### src/rtl/vending_machine_param.sv
// vending_machine_param
//
// Purpose:
//   Parameterised coin-operated vending controller. It accepts one-unit coins
//   up to a credit ceiling and dispenses one of N_ITEMS products when a single
//   product is requested and the credit covers its price. It can also return
//   all remaining credit as a train of one-unit coin pulses, either on request
//   or automatically after every sale when AUTO_CHANGE is set.
//
// Parameters:
//   N_ITEMS     number of selectable products
//   CREDIT_W    width of the credit register and of each price field
//   MAX_CREDIT  credit ceiling in coin units (1..min(99, 2^CREDIT_W-1))
//   PRICES      packed prices, item i in bits [i*CREDIT_W +: CREDIT_W]
//   AUTO_CHANGE 1 = refund leftover credit after every dispense
//
// Ports:
//   clk            rising-edge clock
//   rst            synchronous active-high reset
//   i_coin         one-unit coin insert, sampled every cycle
//   i_sel          product request, accepted only when one-hot
//   i_refund       request return of all credit
//   o_led_avail    bit i high while item i is affordable in CREDIT
//   o_dispense     one-cycle one-hot dispense pulse
//   o_coin_ret     one pulse per returned coin unit
//   o_coin_reject  one-cycle pulse after a coin was not accepted
//   o_credit       current credit, binary
//   o_bcd_tens     credit / 10
//   o_bcd_ones     credit % 10
//   o_busy         high while dispensing or refunding

module vending_machine_param #(
  parameter int                          N_ITEMS     = 4,
  parameter int                          CREDIT_W    = 4,
  parameter int                          MAX_CREDIT  = 9,
  parameter logic [N_ITEMS*CREDIT_W-1:0] PRICES      = {4'd3, 4'd2, 4'd1, 4'd1},
  parameter bit                          AUTO_CHANGE = 1'b0
) (
  input  logic                clk,
  input  logic                rst,
  input  logic                i_coin,
  input  logic [N_ITEMS-1:0]  i_sel,
  input  logic                i_refund,
  output logic [N_ITEMS-1:0]  o_led_avail,
  output logic [N_ITEMS-1:0]  o_dispense,
  output logic                o_coin_ret,
  output logic                o_coin_reject,
  output logic [CREDIT_W-1:0] o_credit,
  output logic [3:0]          o_bcd_tens,
  output logic [3:0]          o_bcd_ones,
  output logic                o_busy
);

  localparam logic [CREDIT_W-1:0] MAX_C = CREDIT_W'(MAX_CREDIT);
  localparam logic [CREDIT_W-1:0] ONE_C = CREDIT_W'(1);

  typedef enum logic [1:0] {
    S_IDLE     = 2'd0,
    S_CREDIT   = 2'd1,
    S_DISPENSE = 2'd2,
    S_REFUND   = 2'd3
  } state_t;

  state_t              state;
  logic [CREDIT_W-1:0] credit;

  logic [N_ITEMS-1:0]  afford;
  logic [CREDIT_W-1:0] sel_price;
  logic                sel_ok;
  logic                at_max;
  logic [31:0]         credit_wide;

  // Per-item affordability and the price of the requested item. The request
  // is only honoured when exactly one item is selected and the current credit
  // covers that item's price, so a multi-hot request can never dispense.
  always_comb begin
    afford    = '0;
    sel_price = '0;
    for (int i = 0; i < N_ITEMS; i++) begin
      afford[i] = (credit >= PRICES[i*CREDIT_W +: CREDIT_W]);
      if (i_sel[i]) begin
        sel_price = PRICES[i*CREDIT_W +: CREDIT_W];
      end
    end
    sel_ok = $onehot(i_sel) && (|(i_sel & afford));
    at_max = (credit == MAX_C);
  end

  // Main controller. State, credit and the pulse outputs all move on the same
  // edge, so o_dispense and o_coin_ret line up exactly with the DISPENSE and
  // REFUND states. Pulse outputs default low every cycle and are raised only
  // when the next state calls for them. A coin is rejected whenever it cannot
  // be added to credit: outside IDLE/CREDIT, when a higher-priority refund or
  // sale wins the cycle, or at the credit ceiling.
  always_ff @(posedge clk) begin
    if (rst) begin
      state         <= S_IDLE;
      credit        <= '0;
      o_dispense    <= '0;
      o_coin_ret    <= 1'b0;
      o_coin_reject <= 1'b0;
    end else begin
      o_dispense    <= '0;
      o_coin_ret    <= 1'b0;
      o_coin_reject <= 1'b0;
      case (state)
        S_IDLE: begin
          if (i_coin) begin
            state  <= S_CREDIT;
            credit <= ONE_C;
          end
        end
        S_CREDIT: begin
          if (i_refund) begin
            state         <= S_REFUND;
            o_coin_ret    <= 1'b1;
            o_coin_reject <= i_coin;
          end else if (sel_ok) begin
            state         <= S_DISPENSE;
            credit        <= credit - sel_price;
            o_dispense    <= i_sel;
            o_coin_reject <= i_coin;
          end else if (i_coin) begin
            if (at_max) begin
              o_coin_reject <= 1'b1;
            end else begin
              credit <= credit + ONE_C;
            end
          end
        end
        S_DISPENSE: begin
          o_coin_reject <= i_coin;
          if (credit == '0) begin
            state <= S_IDLE;
          end else if (AUTO_CHANGE) begin
            state      <= S_REFUND;
            o_coin_ret <= 1'b1;
          end else begin
            state <= S_CREDIT;
          end
        end
        S_REFUND: begin
          o_coin_reject <= i_coin;
          if (credit <= ONE_C) begin
            state  <= S_IDLE;
            credit <= '0;
          end else begin
            credit     <= credit - ONE_C;
            o_coin_ret <= 1'b1;
          end
        end
        default: begin
          state  <= S_IDLE;
          credit <= '0;
        end
      endcase
    end
  end

  // Status outputs decoded straight from the registers.
  always_comb begin
    credit_wide = 32'(credit);
    o_credit    = credit;
    o_bcd_tens  = 4'(credit_wide / 32'd10);
    o_bcd_ones  = 4'(credit_wide % 32'd10);
    o_busy      = (state == S_DISPENSE) || (state == S_REFUND);
    o_led_avail = (state == S_CREDIT) ? afford : '0;
  end

endmodule

### config.mk
export PLATFORM = sky130hd
export DESIGN_NAME = vending_machine_param
export DESIGN_NICKNAME = d
export VERILOG_FILES = /design/src/rtl/vending_machine_param.sv
export SDC_FILE = /design/constraint.sdc
export NUM_CORES = 1
export LEC_CHECK = 0
export BUFFER_PORTS_ARGS = -buffer_cell sky130_fd_sc_hd__buf_2
export CAP_MARGIN = 20
export CORE_MARGIN = 3
export CORE_UTILIZATION = 30
export DETAILED_ROUTE_END_ITERATION = 16
export PLACE_DENSITY = 0.55
export SLEW_MARGIN = 20
export SYNTH_ARGS = -nofsm -noshare
export SYNTH_HDL_FRONTEND = slang
export SYNTH_SLANG_ARGS = --single-unit
export TNS_END_PERCENT = 1
### constraint.sdc
create_clock -name clk -period 4.82 [get_ports clk]
set_input_delay 1.446 -clock clk [delete_from_list [all_inputs] [get_ports clk]]
set_output_delay 1.446 -clock clk [all_outputs]
set_load 0.005 [all_outputs]
* Word level (Yosys, flattened, before mapping) *
Cells that the tools add are included.

operators by class
  magnitude comparators = 4
  bitwise operators = 3
  $add $sub $neg = 6
  eq/ne operators = 11
  reduce and logical (&&, ||, !) cells = 10
  divide/modulo/power cells = 2
  multiplexer cells = 26

operators by type and width
  kind                                                            count
  two-way mux 4 bit                                               10
  divider 4 x 4 -> 32 bit, second input constant                  1
  remainder unit 4 x 4 -> 32 bit, second input constant           1
  one-hot mux 4 bit (3 select lines)                              1
  inequality test 3 bit, second input constant                    3
  >= comparator 4 x 2 -> 1 bit, second input constant             2
  two-way mux 1 bit                                               8
  two-way mux 2 bit                                               4
  one-hot mux 2 bit (4 select lines)                              1
  OR reduction 4 bit                                              2
  inequality test 2 bit, second input constant                    3
  AND reduction 5 bit                                             1
  adder 1 x 1 -> 2 bit                                            2
  adder 4 x 1 -> 4 bit, second input constant                     1
  bitwise AND 4 bit                                               1
  equality test 2 bit, second input constant                      2
  equality test 4 bit, second input constant                      1
  >= comparator 4 x 1 -> 1 bit, second input constant             1
  less-or-equal comparator 4 x 1 -> 1 bit, second input constant  1
  zero test 4 bit                                                 1
  one-hot mux 1 bit (2 select lines)                              2
  subtractor 4 x 1 -> 4 bit, second input constant                1
  subtractor 4 bit                                                1
  adder 2 x 2 -> 3 bit                                            1
  other kinds (9)                                                 10

word-level totals
  word-level logic and storage cells = 67
  output and inout port bits = 23
  register bits after elaboration = 12
  input port bits = 8

* Logic depth before layout (Yosys ltp) *
  depth in word-level cells = 8
  mapped depth = 17
  mapped depth without buffers = 17

* Least setup slack after synthesis *
No wires, ideal clock.

  path type = input to register
  start = input port i_sel[0]
  end = register credit[3] (netlist: o_credit[3])
  required time = 4.698 ns
  arrival time = 4.562 ns
  path buffers = 0
  path slack = 0.136 ns
  stages = 17
  setup time = 0.122 ns
  path through = inv_1 > fa_1 > inv_1 > ha_1 > ha_1 > nor2_1 > nand2_1 > or2_2 > or3_1 > inv_1 > ha_1 > nor2b_1 > o21ai_0 > a211o_1 > and2_1 > o22ai_1 > a221o_1

on the way
  word-level cells in the longest chain between the ends = 8
  elaborated cells between the ends (all ways) = 17
  classes of those cells = 3 x add/sub; 3 x eq/ne; 7 x mux; 1 x bitwise; 3 x reduce/logical

RTL lines
  element                             RTL line  RTL
  from (decl)                         42        input logic [N_ITEMS-1:0] i_sel,
  two-way mux 1 bit                   81        if (i_sel[i]) begin
  two-way mux 4 bit (3 in a row)      81
  subtractor 4 bit                    120       credit <= credit - sel_price;
  two-way mux 4 bit                   118       end else if (sel_ok) begin
  two-way mux 4 bit                   114       if (i_refund) begin
  one-hot mux 4 bit (3 select lines)  106       case (state)
  to (signal assigned)                120
  to (signal assigned)                127       credit <= credit + ONE_C;
  to (signal assigned)                148       credit <= credit - ONE_C;
  to (decl)                           65        logic [CREDIT_W-1:0] credit;

Parallel ways exist; a longest one is shown, timed or not. The select of a mux whose other input is x is not followed.
A chain may end at the register's enable or synchronous reset.

* Final worst setup path *
Same ends and word-level chain as after synthesis.

==> metrics.md <==
| Metric | Value |
|---|---|
| Run status | finished clean |
| Total CTS buffers | 3 |
| Final setup violating endpoints | 0 |
| Reg-to-reg slack, setup | 1.12 ns |
| Final Hold Fails | 0 |
| End-of-flow core utilization | 37.4% |
| Root buf cell | clkbuf_4 |
| Async set or reset register ratio after synthesis | 0% |
| Multi-input gate area | 731 um2 |
| Final WS setup | roughly 0.27 ns |
| YS warnings | 0 |
| Core area | roughly 3400 um2 |
| Routed vias | 1020 |
| WL per Instance | 12.5 um |
| Max clock buf depth | 2 |
| Routed wl met2 | roughly 1200 um |
| Post-synth EDFFs | 0 |
| Port-buffer cells | 27 |
| Post-synth top cells | ha_1, dfxtp_1, inv_1 |
| I/O pin count | 31 |
| Worst-path clk slew | 0.07 ns |
| Ranking of synthesized cells by area | dfxtp_1, ha_1, inv_1, nor2b_1, fa_1 |
| Pre-CTS worst setup slack | -0.0257 ns |
| Syn avg cell area | 8.14 um2 |
| R2R Path Start | o_credit[1]$_SDFFE_PP0P_ |
| Yosys cell types | 43 |
| FP Rows | 21 |
| Final period util | 94.4% |
| M1 WL | 1120 um |
| Placed Instances | 201 |
| Skew final | 0.00827 ns |
| Flop and latch count out of synthesis | 12 |
| Kind of end point of the critical path | register |
| Hold Path Class | reg2reg |
| DR iter-0 viols | 55 |
| Resized Gates After CTS | 0 |
| Highest metal used | met4 |
| Synth top area share | between 20% and 30% |
| Min Hold Slack | 0.605 ns |
| Final min period | ~4.6 ns |
| Pre-antenna DRT Iters | 4 |
| Total gr overflow | 0 |
| Top_reg_cell synth | dfxtp_1 |
| Pin count of the biggest net entering global routing | 17 |
| Final HPWL DP | 1990 um |
| Initial Util | a little under a third |
| Max cap viols | 0 |
| Req. time, crit path | between 4 and 5 ns |
| Gp weighted congestion | between 0.8 and 0.9 |
| Crit Path Category | in2reg |
| RSZ-0062 raised after global routing | false |
| Crit path launch type | input pin |
| Syn Std Cell Area | 1070 um2 |
| Leak Pwr | 0.611 nW |
| Antenna fix cells | 0 |
| Max Freq | about 220 MHz |
| Crit Reg-Reg Endpoint | o_credit[3]$_SDFFE_PP0P_ |
| WP data arrival | 4.71 ns |
| Die ar. | 4300 um2 |
| DRC viols | 0 |
| Fin cells | 204 |
| First-pass GRT wire length | about 4200 um |
| CTS tree | yes |
| Met3 WL | 154 um |
| DR vias/cell | 5.00 |
| Cell type with the highest aggregate area in the netlist | dfxtp_1 |
| Die height | 65.6 um |
| Hold_sp | state[0]$_SDFFE_PP0P_ |
| Hold buffer count at cts | 0 |
| Worst-path fanout max | 3 |
| Total GRT Usage | 12.2% |
| Register Area | 240 um2 |
| Syn Inst Count | 131 |
| Layout fillers | around 360 |
| Vias in the first global route | roughly 930 |
| Setup bufs post-CTS | 0 |
| CP startpoint | i_sel[0] |
| Sink Count | 12 |
| Nets@finish | around 180 |
| Critical Path End | o_credit[3]$_SDFFE_PP0P_ |
| Max Slew Vio Count | 0 |
| Wirelength, routed | 2560 um |
| Rel. slew slack | 36.1% |
| Maximum vdd drop | 92.3 uV |
| Most common cell in the netlist | ha_1 |
| Worst Reg2Reg Path Length in Cells | 14 |
| Antenna violations before repair | 0 |
| Post-route ant nets | 0 |
| Worst Max-Slew Pin Slew | 0.943 ns |
| H-tree Lvls | 1 |
| P per Cell Area | 220 nW/um2 |
| Skew-Pair Late Insertion Delay | 0.27 ns |
| Proportion of layout cells with a drive suffix above 1 | roughly a quarter |
| Area Growth Syn to Fin | 19.0% |
| Post-synthesis sequential area ratio | 22.5% |
| Die width | roughly 66 um |
==> metrics by stage <==
stage / setup TNS, ns / instance area [um2] / total power, mW
floorplan: 0 / 1070 / 0.189
global placement: 0 / 1250 / 0.221
detailed placement: -0.0405 / 1250 / 0.222
CTS: 0 / 1270 / 0.281
global route: 0 / 1270 / 0.303
finish: 0 / 1270 / 0.280
==> metal layers <==
layer,GRT usage [%],vias to the layer above
li1,-,511
met1,15.9,465
met2,19.3,38
met3,2.39,6
met4,5.44,0
met5,0,-
==> flip-flops by register name, summed over array words and instances, names as in the netlist <==
register       cells
o_dispense         4
state              2
o_coin_reject      1
o_coin_ret         1
o_credit           4
==> worst min path at each step <==
stage / cells after the start / to / slack, ns
3_3_place_gp: 1 / o_credit[0]$_SDFFE_PP0P_ / 0.61
3_5_place_dp: 1 / o_credit[0]$_SDFFE_PP0P_ / 0.59
6_report: 1 / o_credit[0]$_SDFFE_PP0P_ / 0.60
5_1_grt: 1 / o_credit[0]$_SDFFE_PP0P_ / 0.67
2_1_floorplan: 1 / o_credit[0]$_SDFFE_PP0P_ / 0.52
4_1_cts: 1 / o_credit[0]$_SDFFE_PP0P_ / 0.59
==> where the power goes <==
part           internal [mW]  switching (mW)  leakage (nW)
Combinational         0.0503          0.0575         0.500
Clock                 0.0288          0.0294        0.0138
Sequential             0.104         0.00980        0.0976
Total                  0.183          0.0967         0.611
==> worst max-delay path: stages <==
cell and delay, ns:
buf_2 0.09, inv_1 0.06, fa_1 0.54, inv_1 0.04, ha_1 0.17, ha_1 0.27, nor2_1 0.10, nand2_1 0.07
or2_2 0.29, or3_1 0.33, inv_1 0.07, ha_1 0.21, nor2b_1 0.12, o21ai_0 0.19, a211o_1 0.17, and2_1 0.12
o22ai_1 0.07, a221o_1 0.34
==> kinds of logic after synthesis <==
group	Yosys count	share of synthesized area [%]
compound gates	35	22.9
xor+xnor	1	0.822
fa+ha+maj	15	19.0
buf+inv	22	9.62
flops	12	22.5
mux	2	1.88
other cells	1	0.352
simple gates	43	22.9
==> layout make-up <==
type	count	share of cell area (%)
Multi-Input combinational cell	99	57.6
Sequential cell	12	18.9
Timing Repair Buffer	32	13.6
Tap cell	46	4.54
Inverter	12	3.55
Clock buffer	3	1.78
==> placed cells by master, fill, tap and decap left out, drive strengths merged, types with 3 or more instances in the layout <==
cell    instances
nor2b           7
conb            3
a21oi           6
ha             13
a211oi          3
nand2b          3
nor3            4
o22ai           3
clkbuf          3
or2             3
o21ai           6
nor2           10
dfxtp          12
buf            32
and2            5
nand2           3
inv            12
Note: power is estimated with default switching activity, not from simulation.
